$ cat src/rtl/alu_exec_stage.sv
// Execute-stage sequencer for the multicycle MIPS ALU: decodes ALUCtrl, holds operands one EXEC cycle,
// captures ALUOut/Zero and hands the result downstream. Optional op counter: define ALU_EXEC_PERF_EN.
module alu_exec_stage #(
  parameter int WIDTH = 32
) (
  input  logic             clk,
  input  logic             rst_n,
  input  logic             flush,
  input  logic             in_valid,
  output logic             in_ready,
  input  logic [1:0]       alu_op,
  input  logic [5:0]       funct,
  input  logic [4:0]       shamt,
  input  logic [WIDTH-1:0] opa,
  input  logic [WIDTH-1:0] opb,
  output logic [2:0]       alu_ctrl,
  output logic [WIDTH-1:0] alu_a,
  output logic [WIDTH-1:0] alu_b,
  input  logic [WIDTH-1:0] alu_out,
  input  logic             alu_zero,
  output logic             res_valid,
  input  logic             res_ready,
  output logic [WIDTH-1:0] res_data,
  output logic             res_zero,
  output logic             res_illegal
`ifdef ALU_EXEC_PERF_EN
  ,
  output logic [31:0]      op_count
`endif
);

  localparam logic [1:0] S_IDLE = 2'b00;
  localparam logic [1:0] S_EXEC = 2'b01;
  localparam logic [1:0] S_DONE = 2'b10;

  localparam logic [2:0] C_ADD = 3'b000;
  localparam logic [2:0] C_SUB = 3'b001;
  localparam logic [2:0] C_SLT = 3'b010;
  localparam logic [2:0] C_SRL = 3'b011;
  localparam logic [2:0] C_SLL = 3'b100;
  localparam logic [2:0] C_OR  = 3'b101;
  localparam logic [2:0] C_AND = 3'b110;
  localparam logic [2:0] C_NOR = 3'b111;

  // Returns {illegal, ctrl}; unknown R-type functs fall back to add and are flagged.
  function automatic logic [3:0] decode_ctrl(input logic [1:0] op, input logic [5:0] fn);
    logic [3:0] d;
    d = {1'b0, C_ADD};
    case (op)
      2'b00: d = {1'b0, C_ADD};
      2'b01: d = {1'b0, C_SUB};
      2'b11: d = {1'b0, C_OR};
      default: begin
        case (fn)
          6'b100000: d = {1'b0, C_ADD};
          6'b100010: d = {1'b0, C_SUB};
          6'b101010: d = {1'b0, C_SLT};
          6'b000010: d = {1'b0, C_SRL};
          6'b000000: d = {1'b0, C_SLL};
          6'b100101: d = {1'b0, C_OR};
          6'b100100: d = {1'b0, C_AND};
          6'b100111: d = {1'b0, C_NOR};
          default:   d = {1'b1, C_ADD};
        endcase
      end
    endcase
    return d;
  endfunction

  logic [1:0]       state;
  logic [2:0]       dec_ctrl;
  logic             dec_illegal;
  logic             is_shift;
  logic             accept;
  logic             vld_p1;
  logic [2:0]       ctrl_p0;
  logic [WIDTH-1:0] a_p0;
  logic [WIDTH-1:0] b_p0;
  logic             illegal_p0;
  logic [WIDTH-1:0] data_p1;
  logic             zero_p1;
  logic             illegal_p1;

  assign {dec_illegal, dec_ctrl} = decode_ctrl(alu_op, funct);
  assign is_shift = (dec_ctrl == C_SRL) || (dec_ctrl == C_SLL);

  // A flush cycle never accepts an op, whatever state the stage is in.
  always_comb begin
    in_ready = 1'b0;
    case (state)
      S_IDLE:  in_ready = 1'b1;
      S_DONE:  in_ready = res_ready;
      default: in_ready = 1'b0;
    endcase
    in_ready = in_ready & ~flush;
  end

  assign accept = in_valid & in_ready;
  assign vld_p1 = (state == S_DONE);

  always_ff @(posedge clk) begin
    if (!rst_n) begin
      state      <= S_IDLE;
      ctrl_p0    <= C_ADD;
      a_p0       <= '0;
      b_p0       <= '0;
      illegal_p0 <= 1'b0;
      data_p1    <= '0;
      zero_p1    <= 1'b0;
      illegal_p1 <= 1'b0;
    end else begin
      if (flush) begin
        state <= S_IDLE;
      end else begin
        case (state)
          S_IDLE:  if (in_valid) state <= S_EXEC;
          S_EXEC:  state <= S_DONE;
          S_DONE:  if (res_ready) state <= in_valid ? S_EXEC : S_IDLE;
          default: state <= S_IDLE;
        endcase
      end
      // Stage p0: operand/control latch feeding the ALU
      if (accept) begin
        ctrl_p0    <= dec_ctrl;
        a_p0       <= is_shift ? {{(WIDTH-5){1'b0}}, shamt} : opa;
        b_p0       <= opb;
        illegal_p0 <= dec_illegal;
      end
      // Stage p1: ALUOut capture at the end of EXEC
      if (state == S_EXEC && !flush) begin
        data_p1    <= alu_out;
        zero_p1    <= alu_zero;
        illegal_p1 <= illegal_p0;
      end
    end
  end

  assign alu_ctrl    = ctrl_p0;
  assign alu_a       = a_p0;
  assign alu_b       = b_p0;
  assign res_valid   = vld_p1;
  assign res_data    = data_p1;
  assign res_zero    = zero_p1;
  assign res_illegal = illegal_p1;

`ifdef ALU_EXEC_PERF_EN
  always_ff @(posedge clk) begin
    if (!rst_n) begin
      op_count <= '0;
    end else if (vld_p1 && res_ready && !flush) begin
      op_count <= op_count + 32'd1;
    end
  end
`endif

endmodule

$ cat config.mk
export PLATFORM = sky130hd
export DESIGN_NAME = alu_exec_stage
export DESIGN_NICKNAME = d
export VERILOG_FILES = /design/src/rtl/alu_exec_stage.sv
export SDC_FILE = /design/constraint.sdc
export NUM_CORES = 1
export LEC_CHECK = 0
export CAP_MARGIN = 10
export CORE_AREA = 2 2 116 129
export CTS_BUF_LIST = sky130_fd_sc_hd__clkbuf_4 sky130_fd_sc_hd__clkbuf_8
export DETAILED_ROUTE_END_ITERATION = 7
export DIE_AREA = 0 0 118 131
export GPL_TIMING_DRIVEN = 0
export HOLD_SLACK_MARGIN = 0.02
export PLACE_DENSITY = 0.65
export SETUP_SLACK_MARGIN = 0.4
export SYNTH_ARGS = -nofsm -noshare
export SYNTH_HDL_FRONTEND = slang
export SYNTH_SLANG_ARGS = --single-unit
$ cat constraint.sdc
create_clock -name clk -period 1.6 [get_ports clk]
set_input_delay 0.32 -clock clk [delete_from_list [all_inputs] [get_ports clk]]
set_output_delay 0.32 -clock clk [all_outputs]
set_load 0.02 [all_outputs]
==> results.sh, run 1 <==
export IMPL_finalPower_mw=5.96
export IMPL_syn_nets=578
export IMPL_p_per_area_nw_per_um2=775
export IMPL_skew_ns=0.0118
export IMPL_grt_pass1_vias=4138
export IMPL_postCtsHoldBufs=0
export IMPL_coreArea_um2=14200
export IMPL_power_frac_clock=0.301
export IMPL_path_max_fanout=10
export IMPL_power_net_switching_mw=1.56
export IMPL_p_seq_frac=0.472
export IMPL_r2r_end="alu_a[24]$_SDFFE_PN0P_"
export IMPL_nNetsFinal=848
export IMPL_numCtsBuffers=9
export IMPL_period_minus_slack_ns=1.55
export IMPL_drc=0
export IMPL_antenna_cells=0
export IMPL_vdd_drop_max_uv=467
export IMPL_slowest_stage="or4b_4"
export IMPL_ant_nets=0
export IMPL_finalHoldViolCount=0
export IMPL_worst_r2r_path_depth=8
export IMPL_place_congestion=0.796
export IMPL_pin_count=218
export IMPL_cellLeakagePower_nw=3.07
export IMPL_io_buffers=213
export IMPL_cpMostUsedCell="buf_12"
export IMPL_areaGrowthSynthToFinish_pct=84.5
export IMPL_viasPerCell=4.52
export IMPL_synth_seq_area_share=0.500
export IMPL_maxSlewHeadroom=0.632
export IMPL_detail_route_wl_per_cell_um=14.7
export IMPL_drt_iter0_drc=89
export IMPL_critical_path_class="in -> reg"
export IMPL_r2r_start="state[0]$_SDFFE_PP0P_"
export IMPL_maxCapViolCount=0
export IMPL_max_freq_mhz=643
export IMPL_tightest_slew_ns=0.552
export IMPL_synth_cells=463
export IMPL_start_util=0.293
export IMPL_endpoint="alu_a[24]$_SDFFE_PN0P_"
export IMPL_end_kind="flip-flop"
export IMPL_busiest_layer="met2"
export IMPL_critical_path_cell_chain="buf_12 -> or4b_4 -> o2111ai_4 -> o21ai_4 -> buf_12 -> buf_12 -> a22oi_2 -> nor2b_1"
export IMPL_ys_warn_count=0
export IMPL_cp_startpoint="funct[3]"
export IMPL_die_width_um=118
export IMPL_startpoint_type="primary input"
export IMPL_arrival_ns=1.84
export IMPL_cts_root_buf="clkbuf_8"
export IMPL_hpwl_um=10000
export IMPL_grtUsageTotal=0.174
export IMPL_status="finished, final reports clean"
export IMPL_reg2reg_slack_ns=0.08
export IMPL_insertion_delay_ns=0.38
export IMPL_ys_seq_elements=104
export IMPL_antenna_found_initial=0
export IMPL_p_sw_frac=0.262
export IMPL_slowest_delay_ns=0.56
export IMPL_hp_class="in -> reg"
export IMPL_dieArea_um2=15500
export IMPL_h_tree_depth=3
export IMPL_grt_ovfl_total=0
export IMPL_synth_area_um2=4170
export IMPL_cts_sinks=104
export IMPL_cts_buffer_depth=2
export IMPL_drtPass1Iterations=4
export IMPL_slew_viol_final=0
export IMPL_rsz0062_at_grt="yes"
export IMPL_fin_util=0.541
export IMPL_internal_power_mw=4.40
export IMPL_num_fill_cells=1301
export IMPL_cp_required_ns=1.88
export IMPL_grtUsageMet2=0.308
export IMPL_combPwrFrac=0.228
export IMPL_grt_pass1_wl_um=21100
export IMPL_synth_distinct_cells=38
export IMPL_fp_dieH_um=131
export IMPL_setup_viol=0
export IMPL_cts_tree="built"
export IMPL_use_met1=0.174
export IMPL_drive_above_1_share=0.459
export IMPL_use_met3=0.0838
export IMPL_avgSynthCellArea_um2=9.00
export IMPL_vias=4202
export IMPL_placementRows=46
export IMPL_post_route_period_util=0.972
export IMPL_clkTransAtPathRegs_ns=0.10
export IMPL_grt_max_degree=17
export IMPL_drt_wl_total_um=13700
## worst min-delay path by stage
stage,endpoint,cells past startpoint,start
floorplan,res_illegal$_SDFFE_PN0P_,2,illegal_p0$_SDFFE_PN0P_
finish,alu_ctrl[1]$_SDFFE_PN0P_,3,funct[4]
global route,alu_ctrl[1]$_SDFFE_PN0P_,3,funct[4]
detailed placement,res_data[24]$_SDFFE_PN0P_,2,res_data[24]$_SDFFE_PN0P_
global placement,res_data[25]$_SDFFE_PN0P_,2,res_data[25]$_SDFFE_PN0P_
CTS,alu_ctrl[1]$_SDFFE_PN0P_,3,funct[4]
## layout make-up
class	instances	area [µm²]	share of cell area
Timing Repair Buffer	259	2640	0.343
Sequential cell	104	2210	0.288
Multi-Input combinational cell	323	2060	0.268
Buffer	34	313	0.0407
Tap cell	192	240	0.0312
Clock buffer	13	173	0.0225
Clock inverter	3	46.3	0.00602
Inverter	2	7.51	0.000976
## metrics by stage
| stage | instance area, µm² | hold WS [ns] | instances | TNS (ns) | setup WS, ns |
|---|---|---|---|---|---|
| 2_1_floorplan | 4320 | 0.441 | 463 | -2.24 | -0.112 |
| 5_1_grt | 7690 | 0.241 | 930 | -0.0505 | -0.0237 |
| 6_report | 7690 | 0.242 | 930 | 0 | 0.0454 |
| 4_1_cts | 7460 | 0.224 | 913 | 0 | 0.0904 |
| 3_3_place_gp | 6690 | 0.442 | 868 | -34.85 | -0.739 |
| 3_5_place_dp | 6690 | 0.445 | 868 | -36.91 | -0.759 |
## critical path: cells and delay by family
family | cells | cell delay [ns]
buf+inv | 3 | 0.40
compound gates | 3 | 0.49
simple gates | 2 | 0.63
## state kept, by name (all words and copies together), names as in the netlist
register     count
res_data        32
alu_a           32
state            2
res_zero         1
alu_ctrl         3
alu_b           32
illegal_p0       1
res_illegal      1
## metal layers
metal	up-vias	part of all wire
met2	161	0.50
met4	0	0.023
met1	1936	0.37
met3	19	0.11
li1	2086	-
met5	-	0
## logic make-up (layout without fill, tap and decap cells)
kind of cell / after synthesis / after routing / share of synthesized area
compound gates: 123 / 123 / 0.240
mux: 5 / 5 / 0.0120
flops: 104 / 104 / 0.500
simple gates: 194 / 194 / 0.207
fa+ha+maj: 1 / 1 / 0.00240
buf+inv: 36 / 311 / 0.0387
## synth_stat cells (all sizes together)
master,instances,area [µm²]
a21o,1,7.51
o21a,2,15.0
inv,2,7.51
buf,9,60.1
o31ai,1,7.51
and3,2,12.5
nor3,1,5.00
nor3b,1,7.51
or2,1,6.26
a22oi,27,303
a31oi,1,6.26
nor2b,29,181
a21boi,67,503
nor2,8,30.0
a32oi,1,8.76
o211ai,1,7.51
clkbuf,25,93.8
nand2b,4,25.0
maj3,1,10.0
o32ai,1,16.3
nand3b,2,15.0
and3b,1,8.76
a21oi,8,40.0
or3,1,6.26
o21ai,11,62.6
nand4b,2,17.5
mux2i,5,50.1
dfxtp,104,2080
or4b,1,13.8
nand3,2,10.0
and2,1,6.26
nand2,138,518
o2111ai,2,23.8
## placed cells by master, fill, tap and decap left out, types with 3 or more instances in the layout
cell and n:
nor2_1 6, a22oi_2 26, buf_2 4, clkbuf_2 3, nor2b_1 28, dlygate4sd2_1 3, buf_4 43, clkdlybuf4s50_1 102
buf_12 4, nand2_1 137, a21boi_1 26, clkbuf_1 12, a21oi_1 7, o21ai_0 7, dfxtp_2 100, buf_6 110
a21boi_0 41, clkbuf_8 20, mux2i_1 5
## power groups by stage
stage / Sequential, mW / Combinational, mW / Clock [mW]
2_1_floorplan: 2.97 / 0.377 / 0
3_3_place_gp: 2.83 / 1.12 / 0
3_5_place_dp: 2.83 / 1.14 / 0
4_1_cts: 2.81 / 1.31 / 1.85
5_1_grt: 2.83 / 1.45 / 1.95
6_report: 2.81 / 1.36 / 1.79
## repair_timing
| action | CTS | global route |
|---|---|---|
| endpoints found under the setup margin | 202 | 185 |
| gates resized for setup | 737 | 51 |
| setup buffers | 28 | 16 |
| pin swaps | 7 | 5 |
| gates cloned | 1 | 1 |
(Power assumes the default switching activity.)
==> run 2: changes to the inputs <==
Settings changed: TNS_END_PERCENT set to 20.
==> results.sh, run 2 (synthesized netlist as in run 1, its figures left out) <==
export IMPL_cp_required_ns=1.88
export IMPL_status="complete, but fails checks"
export IMPL_layout_commonest_cell="buf_6"
export IMPL_period_minus_slack_ns=1.61
export IMPL_rsz0062_at_grt="yes"
export IMPL_nNetsFinal=836
export IMPL_fp_dieH_um=131
export IMPL_slowest_delay_ns=0.55
export IMPL_grt_max_degree=16
export IMPL_areaGrowthSynthToFinish_pct=93.6
export IMPL_crit_family="simple AND/OR/NAND/NOR gates"
export IMPL_end_kind="flip-flop"
export IMPL_critical_path_class="in -> reg"
export IMPL_drc=0
export IMPL_num_fill_cells=1268
export IMPL_postCtsHoldBufs=0
export IMPL_vias=4248
export IMPL_finalPower_mw=5.84
export IMPL_fin_util=0.568
export IMPL_drive_above_1_share=0.533
export IMPL_tightest_slew_ns=0.712
export IMPL_io_buffers=213
export IMPL_slowest_stage="or4b_4"
export IMPL_startpoint_type="primary input"
export IMPL_grt_ovfl_total=0
export IMPL_ant_nets=0
export IMPL_skew_ns=0.0137
export IMPL_crit_buf_inv=3
export IMPL_start_util=0.293
export IMPL_slew_viol_final=0
export IMPL_critical_path_cell_chain="buf_12 -> or4b_4 -> o2111ai_4 -> o21ai_4 -> buf_12 -> buf_16 -> a22oi_2 -> nor2b_1"
export IMPL_numCtsBuffers=9
export IMPL_cts_tree="built"
export IMPL_h_tree_depth=3
export IMPL_cp_depth=8
export IMPL_cpMostUsedCell="buf_12"
export IMPL_hpwl_um=9650
export IMPL_viasPerCell=4.63
export IMPL_cellLeakagePower_nw=3.19
export IMPL_coreArea_um2=14200
export IMPL_p_seq_frac=0.482
export IMPL_drt_wl_total_um=14000
export IMPL_p_per_area_nw_per_um2=724
export IMPL_finalHoldViolCount=0
export IMPL_violations="negative setup slack"
export IMPL_maxCapViolCount=0
export IMPL_insertion_delay_ns=0.38
export IMPL_hp_class="in -> reg"
export IMPL_cts_sinks=104
export IMPL_internal_power_mw=4.27
export IMPL_detail_route_wl_per_cell_um=15.2
export IMPL_cts_buffer_depth=2
export IMPL_path_max_fanout=5
export IMPL_worst_r2r_path_depth=9
export IMPL_r2r_start="state[1]$_SDFFE_PP0P_"
export IMPL_tns_ns=-0.00646
export IMPL_grtUsageTotal=0.169
export IMPL_hold_end="alu_ctrl[1]$_SDFFE_PN0P_"
export IMPL_r2r_end="alu_a[27]$_SDFFE_PN0P_"
export IMPL_setup_viol=1
export IMPL_pin_count=218
export IMPL_max_freq_mhz=622
export IMPL_final_cell_mix="buf_6 (104), clkdlybuf4s50_1 (102), nand2_1 (90), dfxtp_2 (90), a21boi_1 (39)"
export IMPL_grt_pass1_vias=4113
export IMPL_p_sw_frac=0.270
export IMPL_placementRows=46
export IMPL_hold_depth=3
export IMPL_die_width_um=118
export IMPL_hold_start="funct[4]"
export IMPL_antenna_found_initial=0
export IMPL_power_net_switching_mw=1.58
export IMPL_antenna_cells=0
export IMPL_maxSlewHeadroom=0.525
export IMPL_combPwrFrac=0.242
export IMPL_layout_setup_ws_ns=-0.00646
export IMPL_post_route_period_util=1.00
export IMPL_grt_pass1_wl_um=20700
export IMPL_place_area_um2=6540
export IMPL_place_congestion=0.784
export IMPL_clkTransAtPathRegs_ns=0.10
export IMPL_cts_root_buf="clkbuf_8"
export IMPL_dieArea_um2=15500
export IMPL_vdd_drop_max_uv=485
export IMPL_drtPass1Iterations=4
export IMPL_drt_iter0_drc=112
export IMPL_design_area_um2=8070
export IMPL_power_frac_clock=0.276
export IMPL_reg2reg_slack_ns=0.06
export IMPL_arrival_ns=1.88
## run 2: cell count changes in the layout (fill, tap and decap cells not counted), moves of 6 or more
cell	before	now
dfxtp_1	2	12
a21boi_1	26	39
nand2_2	0	28
dfxtp_2	100	90
a21boi_0	41	11
nand2_1	137	90
buf_4	43	26
clkbuf_16	0	6
nand2_4	1	19
clkbuf_8	20	14
a21boi_2	0	17
buf_6	110	104
buf_8	2	11
## run 2: stage by stage
step	hold slack [ns]	worst slack [ns]	cells
floorplan	0.441	-0.113	463
global placement	0.450	-0.713	868
detailed placement	0.457	-0.731	868
CTS	0.231	0.0634	909
global route	0.237	-0.0348	918
finish	0.246	-0.00646	918
## run 2: power by group through the flow
stage / clock, mW / sequential (mW) / combinational (mW)
2_1_floorplan: 0 / 2.97 / 0.341
4_1_cts: 1.67 / 2.77 / 1.20
5_1_grt: 1.78 / 2.83 / 1.51
3_5_place_dp: 0 / 2.83 / 1.09
3_3_place_gp: 0 / 2.83 / 1.08
6_report: 1.61 / 2.82 / 1.41
## run 2: what timing repair did
| item | 4_1_cts | 5_1_grt |
|---|---|---|
| cloned | 5 | 4 |
| gates resized for setup | 232 | 780 |
| buffers inserted | 20 | 5 |
| pin swaps | 16 | 107 |
| setup endpoints to repair | 206 | 206 |
## run 2: routing by layer
metal | track usage | vias up | part of all wire
met3 | 0.0482 | 18 | 0.073
met4 | 0.0709 | 0 | 0.017
met5 | 0 | - | 0
li1 | - | 2076 | -
met1 | 0.188 | 2008 | 0.38
met2 | 0.306 | 146 | 0.53
## run 2: worst max path at each step
stage,endpoint,from,slack [ns]
after global routing,alu_a[30]$_SDFFE_PN0P_,funct[3],-0.03
after floorplan,alu_a[12]$_SDFFE_PN0P_,funct[3],-0.11
after detailed placement,alu_a[19]$_SDFFE_PN0P_,funct[4],-0.73
after CTS,alu_a[30]$_SDFFE_PN0P_,funct[3],0.06
final,alu_a[27]$_SDFFE_PN0P_,funct[3],-0.006
after global placement,alu_a[10]$_SDFFE_PN0P_,res_ready,-0.71
## run 2: worst min-delay path: cells and delay by family
family                 cells  cell delay, ns
buffers and inverters      1            0.09
AOI/OAI and AO/OA          1            0.07
and+or+nand+nor            1            0.11
## run 2: area by class of cell
type                            instances  area [µm²]  area share
Timing Repair Buffer                  246        2650       0.328
Multi-Input combinational cell        324        2420       0.300
Sequential cell                       104        2200       0.273
Buffer                                 34         363      0.0450
Tap cell                              192         240      0.0298
Clock buffer                           14         180      0.0223
Clock inverter                          2        12.5     0.00155
Inverter                                2        7.51    0.000930
==> edit, RTL diff (config.mk and constraints of run 1) <==
Set the parameter `WIDTH` to 16 (it was 32).
--- a/src/rtl/alu_exec_stage.sv
+++ b/src/rtl/alu_exec_stage.sv
@@ -1,7 +1,7 @@
 // Execute-stage sequencer for the multicycle MIPS ALU: decodes ALUCtrl, holds operands one EXEC cycle,
 // captures ALUOut/Zero and hands the result downstream. Optional op counter: define ALU_EXEC_PERF_EN.
 module alu_exec_stage #(
-  parameter int WIDTH = 32
+  parameter int WIDTH = 16
 ) (
   input  logic             clk,
   input  logic             rst_n,
Interface: changed (6 resized); port bits go from 218 to 122. The function was not compared with the original's and may differ.
==> edit against run 1 <==
- clock skew fell by 0.0030 ns
- area after synthesis is 44% lower
- power decreased by 48%
- fmax grew 16%
- wire length fell by 42%
- critical path depth shrank 5
- die area unchanged
- core utilization is 26 points lower
- final area fell by 48%
- sequential cell count down 48
- setup slack improved by 0.21 ns
- highest routed layer unchanged
==> edit: results (changes against run 1) <==
Run status
* outcome: complete, no violations

Routing
* M1 WL: 3160 um, -38%
* number of vias per cell: 3.91, -13%
* drt first-iter violations: 95, +6.7%

Logic synthesis
* register area share after synthesis: 48.4%, -1.5 points
* Synth Net Count: 337, -42%
* gate count after technology mapping: 270, -42%
* post-synthesis cell area: 2310 sq um, -44%
* Adder-Cell Fraction of Synth Area: 0.432%, +0.19 points
* dominant cells by area after synthesis: dfxtp_1 (48%), nand2_1 (13%), a21boi_1 (8.8%), a21boi_0 (5.8%), nand3_1 (3.0%)
* mux share of post-synthesis cell area: 2.59%, +1.4 points
* Cell variety after synth: 37, -2.6%

Min path
* min-delay src: funct[0]
* hold depth: 4, +1
* end of the worst hold path: illegal_p0

Layout
* clock buffers: 6, -7
* footprint of the multi-input gates: 1160 sq um, -44%
* count of multi-input gates: 189, -41%
* multi-input gate share of total cell area: 28.8%, +2.0 points
* Seq cells: 56, -46%
* non-clock inverter total of the final layout: 6, +4

STA
* largest clock skew in the final design: 0.00883 ns, -0.00295 ns
* max-slew headroom at the worst pin: 75.4%, +12 points

Placement
* post-placement cell area: 3760 sq um, -44%
* dpl cells: 581, -33%
* RePlAce Congestion: 0.694, -13%
* half-perimeter wire length after detailed placement: 5980 um, -40%

Clock network
* number of levels the H-tree was split into: 2, -1

Critical path
* reg-to-reg critical path startpoint: state[1]
* capture point of the worst reg-to-reg path: illegal_p0
* crit path launch type: register
* arrival time at the worst endpoint: 1.02 ns, -0.82 ns
* Critical Path Max Stage Delay: 0.37 ns, -0.19 ns
* depth of the most critical reg-to-reg path: 5, -3

Global routing
* total global routing track utilization: 10.2%, -7.1 points
* pin count of the biggest net entering global routing: 18, +1
* GR met3 Demand/Resource: 4.12%, -4.3 points

Power
* Combinational Power: 594 uW, -56%

-- edit: cell types whose count changed in the layout (fill, tap and decap cells not counted), sizes merged, moves of 20 or more --
| cell | delta |
|---|---|
| a21boi | -22 |
| clkbuf | -20 |
| dfxtp | -48 |
| nand2 | -56 |
| a22oi | -27 |
| nor2b | -29 |
| clkdlybuf4s50 | -45 |
| buf | -92 |
-- edit: metrics by stage --
| step | power, uW | hold slack [ns] | setup WS [ns] | setup TNS, ns |
|---|---|---|---|---|
| after floorplan | 1740 | 0.441 | 0.210 | 0 |
| after global placement | 2060 | 0.439 | -0.481 | -19.06 |
| after detailed placement | 2070 | 0.447 | -0.515 | -21.11 |
| after CTS | 3140 | 0.395 | 0.229 | 0 |
| after global routing | 3270 | 0.431 | 0.186 | 0 |
| final | 3100 | 0.427 | 0.258 | 0 |
-- edit: what timing repair did --
item	in CTS	in global routing
buffers inserted	2	2
resized for setup	297	84
cloned	2	1
setup endpoints to repair	110	106
pin swaps	4	1
